===== config.mk =====
export PLATFORM = sky130hd
export DESIGN_NAME = mips_mc_control_flat
export DESIGN_NICKNAME = d
export VERILOG_FILES = /design/src/rtl/mips_mc_pkg.sv /design/src/rtl/mips_mc_control_if.sv /design/src/rtl/mips_mc_outdec.sv /design/src/rtl/mips_mc_control.sv /design/src/flat_wrapper.sv
export SDC_FILE = /design/constraint.sdc
export NUM_CORES = 1
export LEC_CHECK = 0
export CAP_MARGIN = 0
export CORE_MARGIN = 2
export CORE_UTILIZATION = 52
export CTS_BUF_LIST = sky130_fd_sc_hd__clkbuf_4
export CTS_CLUSTER_SIZE = 14
export DETAILED_ROUTE_END_ITERATION = 8
export PLACE_DENSITY_LB_ADDON = 0.25
export SLEW_MARGIN = 40
export SYNTH_ARGS = -nofsm -noshare
export SYNTH_HDL_FRONTEND = slang
export SYNTH_HIERARCHICAL = 1
export SYNTH_SLANG_ARGS = --single-unit

===== constraint.sdc =====
create_clock -name clk -period 3.3 [get_ports clk]
set_clock_uncertainty 0.15 [all_clocks]
set_input_delay 0.66 -clock clk [delete_from_list [all_inputs] [get_ports clk]]
set_output_delay 0.66 -clock clk [all_outputs]
set_load 0.02 [all_outputs]

===== src/rtl/mips_mc_pkg.sv =====
// Shared definitions for the multicycle MIPS control unit.
// Holds the state encoding, the supported opcodes, the ALU and mux select
// encodings, and the raw control word that the output decoder hands to the
// top. The top then gates that word with mem_ready, zero and rst.
package mips_mc_pkg;

  typedef enum logic [3:0] {
    FETCH  = 4'd0,
    DECODE = 4'd1,
    MEMADR = 4'd2,
    MEMRD  = 4'd3,
    MEMWB  = 4'd4,
    MEMWR  = 4'd5,
    REXEC  = 4'd6,
    RWB    = 4'd7,
    BEQEX  = 4'd8,
    ADDIEX = 4'd9,
    ADDIWB = 4'd10,
    JEX    = 4'd11
  } state_t;

  localparam logic [5:0] OP_RTYPE = 6'b000000;
  localparam logic [5:0] OP_LW    = 6'b100011;
  localparam logic [5:0] OP_SW    = 6'b101011;
  localparam logic [5:0] OP_BEQ   = 6'b000100;
  localparam logic [5:0] OP_ADDI  = 6'b001000;
  localparam logic [5:0] OP_J     = 6'b000010;

  localparam logic [1:0] ALUOP_ADD   = 2'b00;
  localparam logic [1:0] ALUOP_SUB   = 2'b01;
  localparam logic [1:0] ALUOP_FUNCT = 2'b10;

  localparam logic [1:0] SRCB_B     = 2'b00;
  localparam logic [1:0] SRCB_FOUR  = 2'b01;
  localparam logic [1:0] SRCB_IMM   = 2'b10;
  localparam logic [1:0] SRCB_IMMSH = 2'b11;

  localparam logic [1:0] PCSRC_ALU    = 2'b00;
  localparam logic [1:0] PCSRC_ALUOUT = 2'b01;
  localparam logic [1:0] PCSRC_JUMP   = 2'b10;

  // Raw per-state control word. 'fetch' marks the state whose IR load and
  // PC advance are qualified by mem_ready; 'pc_write' is an unconditional
  // PC write; 'branch' is qualified by the ALU zero flag.
  typedef struct packed {
    logic       mem_read;
    logic       mem_write;
    logic       iord;
    logic       fetch;
    logic       pc_write;
    logic       branch;
    logic       reg_write;
    logic       reg_dst;
    logic       mem_to_reg;
    logic       alu_src_a;
    logic [1:0] alu_src_b;
    logic [1:0] alu_op;
    logic [1:0] pc_src;
  } ctrl_t;

endpackage


===== src/rtl/mips_mc_control_if.sv =====
// Control <-> datapath bundle for the multicycle MIPS control unit.
// master: the control FSM (consumes opcode/zero/mem_ready, drives controls).
// slave : the datapath/memory side.
interface mips_mc_control_if #(
  parameter int OPCODE_WIDTH = 6
);
  logic [OPCODE_WIDTH-1:0] opcode;
  logic                    zero;
  logic                    mem_ready;
  logic                    pc_en;
  logic                    iord;
  logic                    mem_read;
  logic                    mem_write;
  logic                    ir_write;
  logic                    reg_dst;
  logic                    mem_to_reg;
  logic                    reg_write;
  logic                    alu_src_a;
  logic [1:0]              alu_src_b;
  logic [1:0]              alu_op;
  logic [1:0]              pc_src;
  logic                    illegal;
  logic                    mem_timeout;

  modport master (
    input  opcode, zero, mem_ready,
    output pc_en, iord, mem_read, mem_write, ir_write, reg_dst, mem_to_reg,
           reg_write, alu_src_a, alu_src_b, alu_op, pc_src, illegal, mem_timeout
  );

  modport slave (
    output opcode, zero, mem_ready,
    input  pc_en, iord, mem_read, mem_write, ir_write, reg_dst, mem_to_reg,
           reg_write, alu_src_a, alu_src_b, alu_op, pc_src, illegal, mem_timeout
  );
endinterface


===== src/rtl/mips_mc_outdec.sv =====
// Combinational state -> raw control word decoder (pure Moore decode).
// Ports: state (current FSM state), ctrl (raw control word, ungated).
module mips_mc_outdec
  import mips_mc_pkg::*;
(
  input  state_t state,
  output ctrl_t  ctrl
);
  always_comb begin
    ctrl = '0;
    case (state)
      FETCH: begin
        ctrl.mem_read  = 1'b1;
        ctrl.fetch     = 1'b1;
        ctrl.alu_src_b = SRCB_FOUR;
        ctrl.alu_op    = ALUOP_ADD;
        ctrl.pc_src    = PCSRC_ALU;
      end
      DECODE: begin
        // Branch target is precomputed here while the opcode is decoded.
        ctrl.alu_src_b = SRCB_IMMSH;
        ctrl.alu_op    = ALUOP_ADD;
      end
      MEMADR, ADDIEX: begin
        ctrl.alu_src_a = 1'b1;
        ctrl.alu_src_b = SRCB_IMM;
        ctrl.alu_op    = ALUOP_ADD;
      end
      MEMRD: begin
        ctrl.mem_read = 1'b1;
        ctrl.iord     = 1'b1;
      end
      MEMWB: begin
        ctrl.reg_write  = 1'b1;
        ctrl.mem_to_reg = 1'b1;
      end
      MEMWR: begin
        ctrl.mem_write = 1'b1;
        ctrl.iord      = 1'b1;
      end
      REXEC: begin
        ctrl.alu_src_a = 1'b1;
        ctrl.alu_src_b = SRCB_B;
        ctrl.alu_op    = ALUOP_FUNCT;
      end
      RWB: begin
        ctrl.reg_write = 1'b1;
        ctrl.reg_dst   = 1'b1;
      end
      BEQEX: begin
        ctrl.alu_src_a = 1'b1;
        ctrl.alu_src_b = SRCB_B;
        ctrl.alu_op    = ALUOP_SUB;
        ctrl.pc_src    = PCSRC_ALUOUT;
        ctrl.branch    = 1'b1;
      end
      ADDIWB: begin
        ctrl.reg_write = 1'b1;
      end
      JEX: begin
        ctrl.pc_src   = PCSRC_JUMP;
        ctrl.pc_write = 1'b1;
      end
      default: ctrl = '0;
    endcase
  end
endmodule


===== src/rtl/mips_mc_control.sv =====
// Multicycle MIPS control FSM.
// Ports: clk, rst (async, active-high), bus (master side of
// mips_mc_control_if: opcode/zero/mem_ready in, datapath controls out).
// Holds the state register, next-state logic, the memory wait counter and
// the gating of PC/IR enables with mem_ready, zero and rst.
module mips_mc_control
  import mips_mc_pkg::*;
#(
  parameter int OPCODE_WIDTH = 6,
  parameter int MEM_WAIT_MAX = 15
) (
  input  logic                clk,
  input  logic                rst,
  mips_mc_control_if.master   bus
);
  localparam int CW = $clog2(MEM_WAIT_MAX + 1);
  localparam logic [CW-1:0] WAIT_LAST = CW'(MEM_WAIT_MAX - 1);

  state_t        state_reg, state_next;
  logic [CW-1:0] wait_cnt_reg;
  ctrl_t         ctrl;
  logic          in_wait;
  logic          bad_op;
  logic          timeout;

  mips_mc_outdec u_outdec (
    .state (state_reg),
    .ctrl  (ctrl)
  );

  always_comb begin
    state_next = state_reg;
    in_wait    = 1'b0;
    bad_op     = 1'b0;
    case (state_reg)
      FETCH: begin
        in_wait = 1'b1;
        if (bus.mem_ready) state_next = DECODE;
      end
      DECODE: begin
        if (bus.opcode == OPCODE_WIDTH'(OP_LW) || bus.opcode == OPCODE_WIDTH'(OP_SW))
          state_next = MEMADR;
        else if (bus.opcode == OPCODE_WIDTH'(OP_RTYPE)) state_next = REXEC;
        else if (bus.opcode == OPCODE_WIDTH'(OP_BEQ))   state_next = BEQEX;
        else if (bus.opcode == OPCODE_WIDTH'(OP_ADDI))  state_next = ADDIEX;
        else if (bus.opcode == OPCODE_WIDTH'(OP_J))     state_next = JEX;
        else begin
          state_next = FETCH;
          bad_op     = 1'b1;
        end
      end
      MEMADR: state_next = (bus.opcode == OPCODE_WIDTH'(OP_SW)) ? MEMWR : MEMRD;
      MEMRD: begin
        in_wait = 1'b1;
        if (bus.mem_ready) state_next = MEMWB;
      end
      MEMWR: begin
        in_wait = 1'b1;
        if (bus.mem_ready) state_next = FETCH;
      end
      REXEC:  state_next = RWB;
      ADDIEX: state_next = ADDIWB;
      default: state_next = FETCH;
    endcase
    // The counter holds the number of earlier stalled cycles, so this is
    // the MEM_WAIT_MAX-th stalled cycle. A completing access wins.
    timeout = in_wait && !bus.mem_ready && (wait_cnt_reg == WAIT_LAST);
    if (timeout) state_next = FETCH;
  end

  always_ff @(posedge clk or posedge rst) begin
    if (rst) begin
      state_reg    <= FETCH;
      wait_cnt_reg <= '0;
    end else begin
      state_reg <= state_next;
      if (timeout || state_next != state_reg)
        wait_cnt_reg <= '0;
      else if (in_wait && !bus.mem_ready)
        wait_cnt_reg <= wait_cnt_reg + 1'b1;
    end
  end

  // Enables and strobes are masked by rst directly: the FETCH decode would
  // otherwise raise pc_en/ir_write/mem_read while reset is held.
  assign bus.pc_en       = ~rst & (ctrl.pc_write | (ctrl.fetch & bus.mem_ready)
                                   | (ctrl.branch & bus.zero));
  assign bus.ir_write    = ~rst & ctrl.fetch & bus.mem_ready;
  assign bus.mem_read    = ~rst & ctrl.mem_read;
  assign bus.mem_write   = ~rst & ctrl.mem_write;
  assign bus.reg_write   = ~rst & ctrl.reg_write;
  assign bus.illegal     = ~rst & bad_op;
  assign bus.mem_timeout = ~rst & timeout;

  assign bus.iord       = ctrl.iord;
  assign bus.reg_dst    = ctrl.reg_dst;
  assign bus.mem_to_reg = ctrl.mem_to_reg;
  assign bus.alu_src_a  = ctrl.alu_src_a;
  assign bus.alu_src_b  = ctrl.alu_src_b;
  assign bus.alu_op     = ctrl.alu_op;
  assign bus.pc_src     = ctrl.pc_src;
endmodule


===== src/flat_wrapper.sv =====
// flat-port wrapper written by rule: the top's interface ports become plain ports
module mips_mc_control_flat import mips_mc_pkg::*;
#(
  parameter int OPCODE_WIDTH = 6,
  parameter int MEM_WAIT_MAX = 15
)
  (clk, rst, bus_opcode, bus_zero, bus_mem_ready, bus_pc_en, bus_iord, bus_mem_read, bus_mem_write, bus_ir_write, bus_reg_dst, bus_mem_to_reg, bus_reg_write, bus_alu_src_a, bus_alu_src_b, bus_alu_op, bus_pc_src, bus_illegal, bus_mem_timeout);
  mips_mc_control_if #(.OPCODE_WIDTH(OPCODE_WIDTH)) bus_i ();
  input  logic clk;
  input  logic rst;
  input wire logic [$bits(bus_i.opcode)-1:0] bus_opcode;
  input wire logic [$bits(bus_i.zero)-1:0] bus_zero;
  input wire logic [$bits(bus_i.mem_ready)-1:0] bus_mem_ready;
  output wire logic [$bits(bus_i.pc_en)-1:0] bus_pc_en;
  output wire logic [$bits(bus_i.iord)-1:0] bus_iord;
  output wire logic [$bits(bus_i.mem_read)-1:0] bus_mem_read;
  output wire logic [$bits(bus_i.mem_write)-1:0] bus_mem_write;
  output wire logic [$bits(bus_i.ir_write)-1:0] bus_ir_write;
  output wire logic [$bits(bus_i.reg_dst)-1:0] bus_reg_dst;
  output wire logic [$bits(bus_i.mem_to_reg)-1:0] bus_mem_to_reg;
  output wire logic [$bits(bus_i.reg_write)-1:0] bus_reg_write;
  output wire logic [$bits(bus_i.alu_src_a)-1:0] bus_alu_src_a;
  output wire logic [$bits(bus_i.alu_src_b)-1:0] bus_alu_src_b;
  output wire logic [$bits(bus_i.alu_op)-1:0] bus_alu_op;
  output wire logic [$bits(bus_i.pc_src)-1:0] bus_pc_src;
  output wire logic [$bits(bus_i.illegal)-1:0] bus_illegal;
  output wire logic [$bits(bus_i.mem_timeout)-1:0] bus_mem_timeout;
  assign bus_i.opcode = bus_opcode;
  assign bus_i.zero = bus_zero;
  assign bus_i.mem_ready = bus_mem_ready;
  assign bus_pc_en = bus_i.pc_en;
  assign bus_iord = bus_i.iord;
  assign bus_mem_read = bus_i.mem_read;
  assign bus_mem_write = bus_i.mem_write;
  assign bus_ir_write = bus_i.ir_write;
  assign bus_reg_dst = bus_i.reg_dst;
  assign bus_mem_to_reg = bus_i.mem_to_reg;
  assign bus_reg_write = bus_i.reg_write;
  assign bus_alu_src_a = bus_i.alu_src_a;
  assign bus_alu_src_b = bus_i.alu_src_b;
  assign bus_alu_op = bus_i.alu_op;
  assign bus_pc_src = bus_i.pc_src;
  assign bus_illegal = bus_i.illegal;
  assign bus_mem_timeout = bus_i.mem_timeout;
  mips_mc_control #(.OPCODE_WIDTH(OPCODE_WIDTH), .MEM_WAIT_MAX(MEM_WAIT_MAX)) u_core (.clk(clk), .rst(rst), .bus(bus_i));
endmodule

==> results.rst <==
.. list-table::
   :header-rows: 1

   * - Metric
     - Value
   * - Maximum fanout encountered on the critical timing path
     - 12
   * - Combinational family with the most area after synthesis
     - simple AND/OR/NAND/NOR gates
   * - Global-route usage over all layers
     - 24.1%
   * - CTS Buffer Depth
     - 2
   * - Internal reg-to-reg setup slack
     - 1.05 ns
   * - Maximum number of pins on one net before global-route repair
     - 17
   * - Die area
     - 0.00220 mm^2
   * - Total I/O pin count
     - 27
   * - # clock sinks
     - 8
   * - Placement row count
     - 15
   * - Vias in the first global route
     - 886
   * - Most common cell in the synthesized netlist
     - nor2_1
   * - Die Span X
     - 46.9 um
   * - Weighted congestion at the end of routability-driven global placement
     - 0.807
   * - Worst min-delay path category
     - reg -> reg
   * - Detailed router's first-iteration violation count
     - 22
   * - Startpoint class of the critical path
     - flip-flop
   * - Ratio of cells with drive above 1 in the final layout
     - 13.4%
   * - Placed instance area
     - 0.00124 mm^2
   * - CTS Buf Count
     - 3
   * - Async set or reset register ratio after synthesis
     - 100%
   * - Crit path time final
     - 3.00 ns
   * - First drt pass iteration count
     - 4
   * - Mux share of post-synthesis cell area
     - 0%
   * - Xor/xnor cell area share of the yosys netlist
     - 4.58%
   * - Number of max-slew violations in the final report
     - 0
   * - Count of unique library cells instantiated by Yosys
     - 46
   * - Transition time at the pin with the least slew margin
     - 0.500 ns
   * - Die Span Y
     - 46.9 um
   * - RSZ-0062 raised after global routing
     - no
   * - Top cells by count, synth
     - 14 x nor2_1, 13 x nor3_1, 8 x dfrtp_1
   * - Setup-violating endpoint count in the final report
     - 0
   * - Ant diodes
     - 0
   * - Period utilisation layout
     - 91.0%
   * - Final net count
     - 163
   * - Leakage power of the design
     - 0.539 nW
   * - Status
     - completed
   * - Worst setup slack after placement
     - 0.0347 ns
   * - Flip-flop and latch count after synthesis
     - 8
   * - WP data required
     - 2.49 ns
   * - Achievable clock frequency
     - 0.333 GHz
   * - Post-layout instance area
     - 0.00127 mm^2
   * - Clock-pin slew on the worst setup and hold paths
     - 0.05 ns
   * - Clock H-tree levels
     - 1
   * - Remaining global-route overflow
     - 0
   * - Number of antenna violations at the first check in global routing
     - 0
   * - Relative slew slack
     - 66.6%
   * - Number of synthesized flops with an enable pin
     - 0
   * - Most area-hungry cell type in the Yosys netlist
     - dfrtp_1
   * - Total power draw
     - 0.865 mW
   * - Remaining routing DRC violations
     - 0
   * - Final wirelength
     - 2.37 mm
   * - Sequential share of the synthesized area
     - 20.9%
   * - Via-per-instance ratio
     - 5.85
   * - Biggest area contributors in the synthesized netlist
     - dfrtp_1 21%, nor3_1 6.8%, nor2_1 5.5%
   * - Crit path kind
     - reg -> out
   * - Drt wl/cell
     - 13.6 um
   * - Final hold violations
     - 0
   * - Buffers inserted during post-CTS setup optimization
     - 0
   * - Number of port buffers
     - 26
   * - PwrDens
     - 680 mW/mm^2
   * - Simple-gate share of the synthesized area
     - 40.8%
   * - Global-route wire length before repair
     - 3.91 mm
   * - Share of Yosys cell area claimed by the top area cell type
     - 20.9%
   * - Arithmetic-cell share of the synthesized area counting full adders, half adders and majority gates
     - 2.61%
   * - Buffer type at the clock tree root
     - clkbuf_4
   * - Data arrival at the endpoint of the critical path
     - 2.19 ns
   * - Core footprint
     - 0.00173 mm^2
   * - Yosys warns
     - 6
   * - Critical Path End Type
     - output pin
   * - Vias after detailed routing
     - 1018
   * - Ys flop type
     - dfrtp_1
   * - Residual antenna-violating net count after detailed routing
     - 0
   * - CTS hold repair buffers
     - 0
   * - Compound-Gate Fraction of Synth Area
     - 23.4%
   * - Synthesized netlist net count
     - 134
   * - Cts repair resizes
     - 0
   * - Post-Synthesis Cell Area
     - 957 um^2
   * - Starting utilization of the core area
     - 55.4%
   * - Post-layout worst setup margin
     - 0.297 ns
   * - Synthesized area divided by synthesized cell count
     - 7.85 um^2
   * - Post-detail-place hpwl
     - 1.84 mm
   * - Number of instances in the synthesized netlist
     - 122
   * - Area growth syn-to-layout
     - 32.9%
   * - Source-to-sink clock delay at the later pin of the worst-skew pair
     - 0.25 ns
   * - CTS tree
     - yes
   * - Number of maximum-capacitance constraint violations
     - 0
   * - Post-Route Setup TNS
     - 0 ns
   * - Max IR drop VDD
     - 0.000399 V
stage by stage:
| stage | hold slack, ns | std cells | utilization (%) |
|---|---|---|---|
| 3_3_place_gp | 0.320 | 171 | 71.7 |
| 2_1_floorplan | 0.301 | 122 | - |
| 3_5_place_dp | 0.334 | 171 | 71.7 |
| 6_report | 0.336 | 174 | 73.7 |
| 5_1_grt | 0.368 | 174 | 73.7 |
| 4_1_cts | 0.340 | 174 | 73.0 |
critical path, stage by stage, from the launching register on:
cell	delay [ns]
dfrtp_1	0.54
nand2b_1	0.32
nor3_1	0.26
a221oi_1	0.12
nor2_1	0.10
clkdlybuf4s50_1	0.61
worst paths after layout:
kind / start / end / cells after the start
min in group asynchronous: rst / u_core/wait_cnt_reg[2]$_DFFE_PP0P_ / 3
worst max register to register: u_core/state_reg[2]$_DFF_PP0_ / u_core/wait_cnt_reg[2]$_DFFE_PP0P_ / 6
worst min-delay path: u_core/wait_cnt_reg[0]$_DFFE_PP0P_ / u_core/wait_cnt_reg[0]$_DFFE_PP0P_ / 1
max in group asynchronous: rst / u_core/state_reg[2]$_DFF_PP0_ / 3
worst max-delay path: u_core/state_reg[2]$_DFF_PP0_ / bus_pc_en / 5
worst min register to register: u_core/wait_cnt_reg[0]$_DFFE_PP0P_ / u_core/wait_cnt_reg[0]$_DFFE_PP0P_ / 1
layout by cell type, fill, tap and decap left out, types with 4 or more instances in the layout:
master,synthesis,final
inv_1,5,5
nand2_1,6,6
buf_4,1,6
nor2b_1,4,4
nor3_1,13,13
dfrtp_1,8,8
clkdlybuf4s50_1,0,24
nor2_1,14,14
o21ai_0,5,5
nand2b_1,5,5
layout make-up:
| class | instances | area [um^2] |
|---|---|---|
| multi-input combinational | 101 | 689 |
| fill | 150 | 454 |
| timing repair buffer | 32 | 310 |
| sequential | 8 | 200 |
| tap | 25 | 31.3 |
| clock buffer | 3 | 22.5 |
| inverter | 5 | 18.8 |
power breakdown:
part | internal [mW] | switching [mW]
sequential | 0.122 | 0.0703
clock | 0.0414 | 0.0295
combinational | 0.288 | 0.314
total | 0.451 | 0.414
logic make-up after synthesis:
family,Yosys count
flip-flops,8
AND/OR/NAND/NOR,66
adder cells (fa/ha/maj),2
XOR/XNOR,5
AO/OA/AOI/OAI,28
buffers and inverters,13
routing by layer:
metal	track usage [%]	vias to the layer above	share of wire [%]
met2	44.7	31	52
met1	30.7	473	43
met3	2.31	2	4.0
met5	0	-	0
met4	3.33	0	0.89
li1	-	512	-
(Power assumes the default switching activity.)
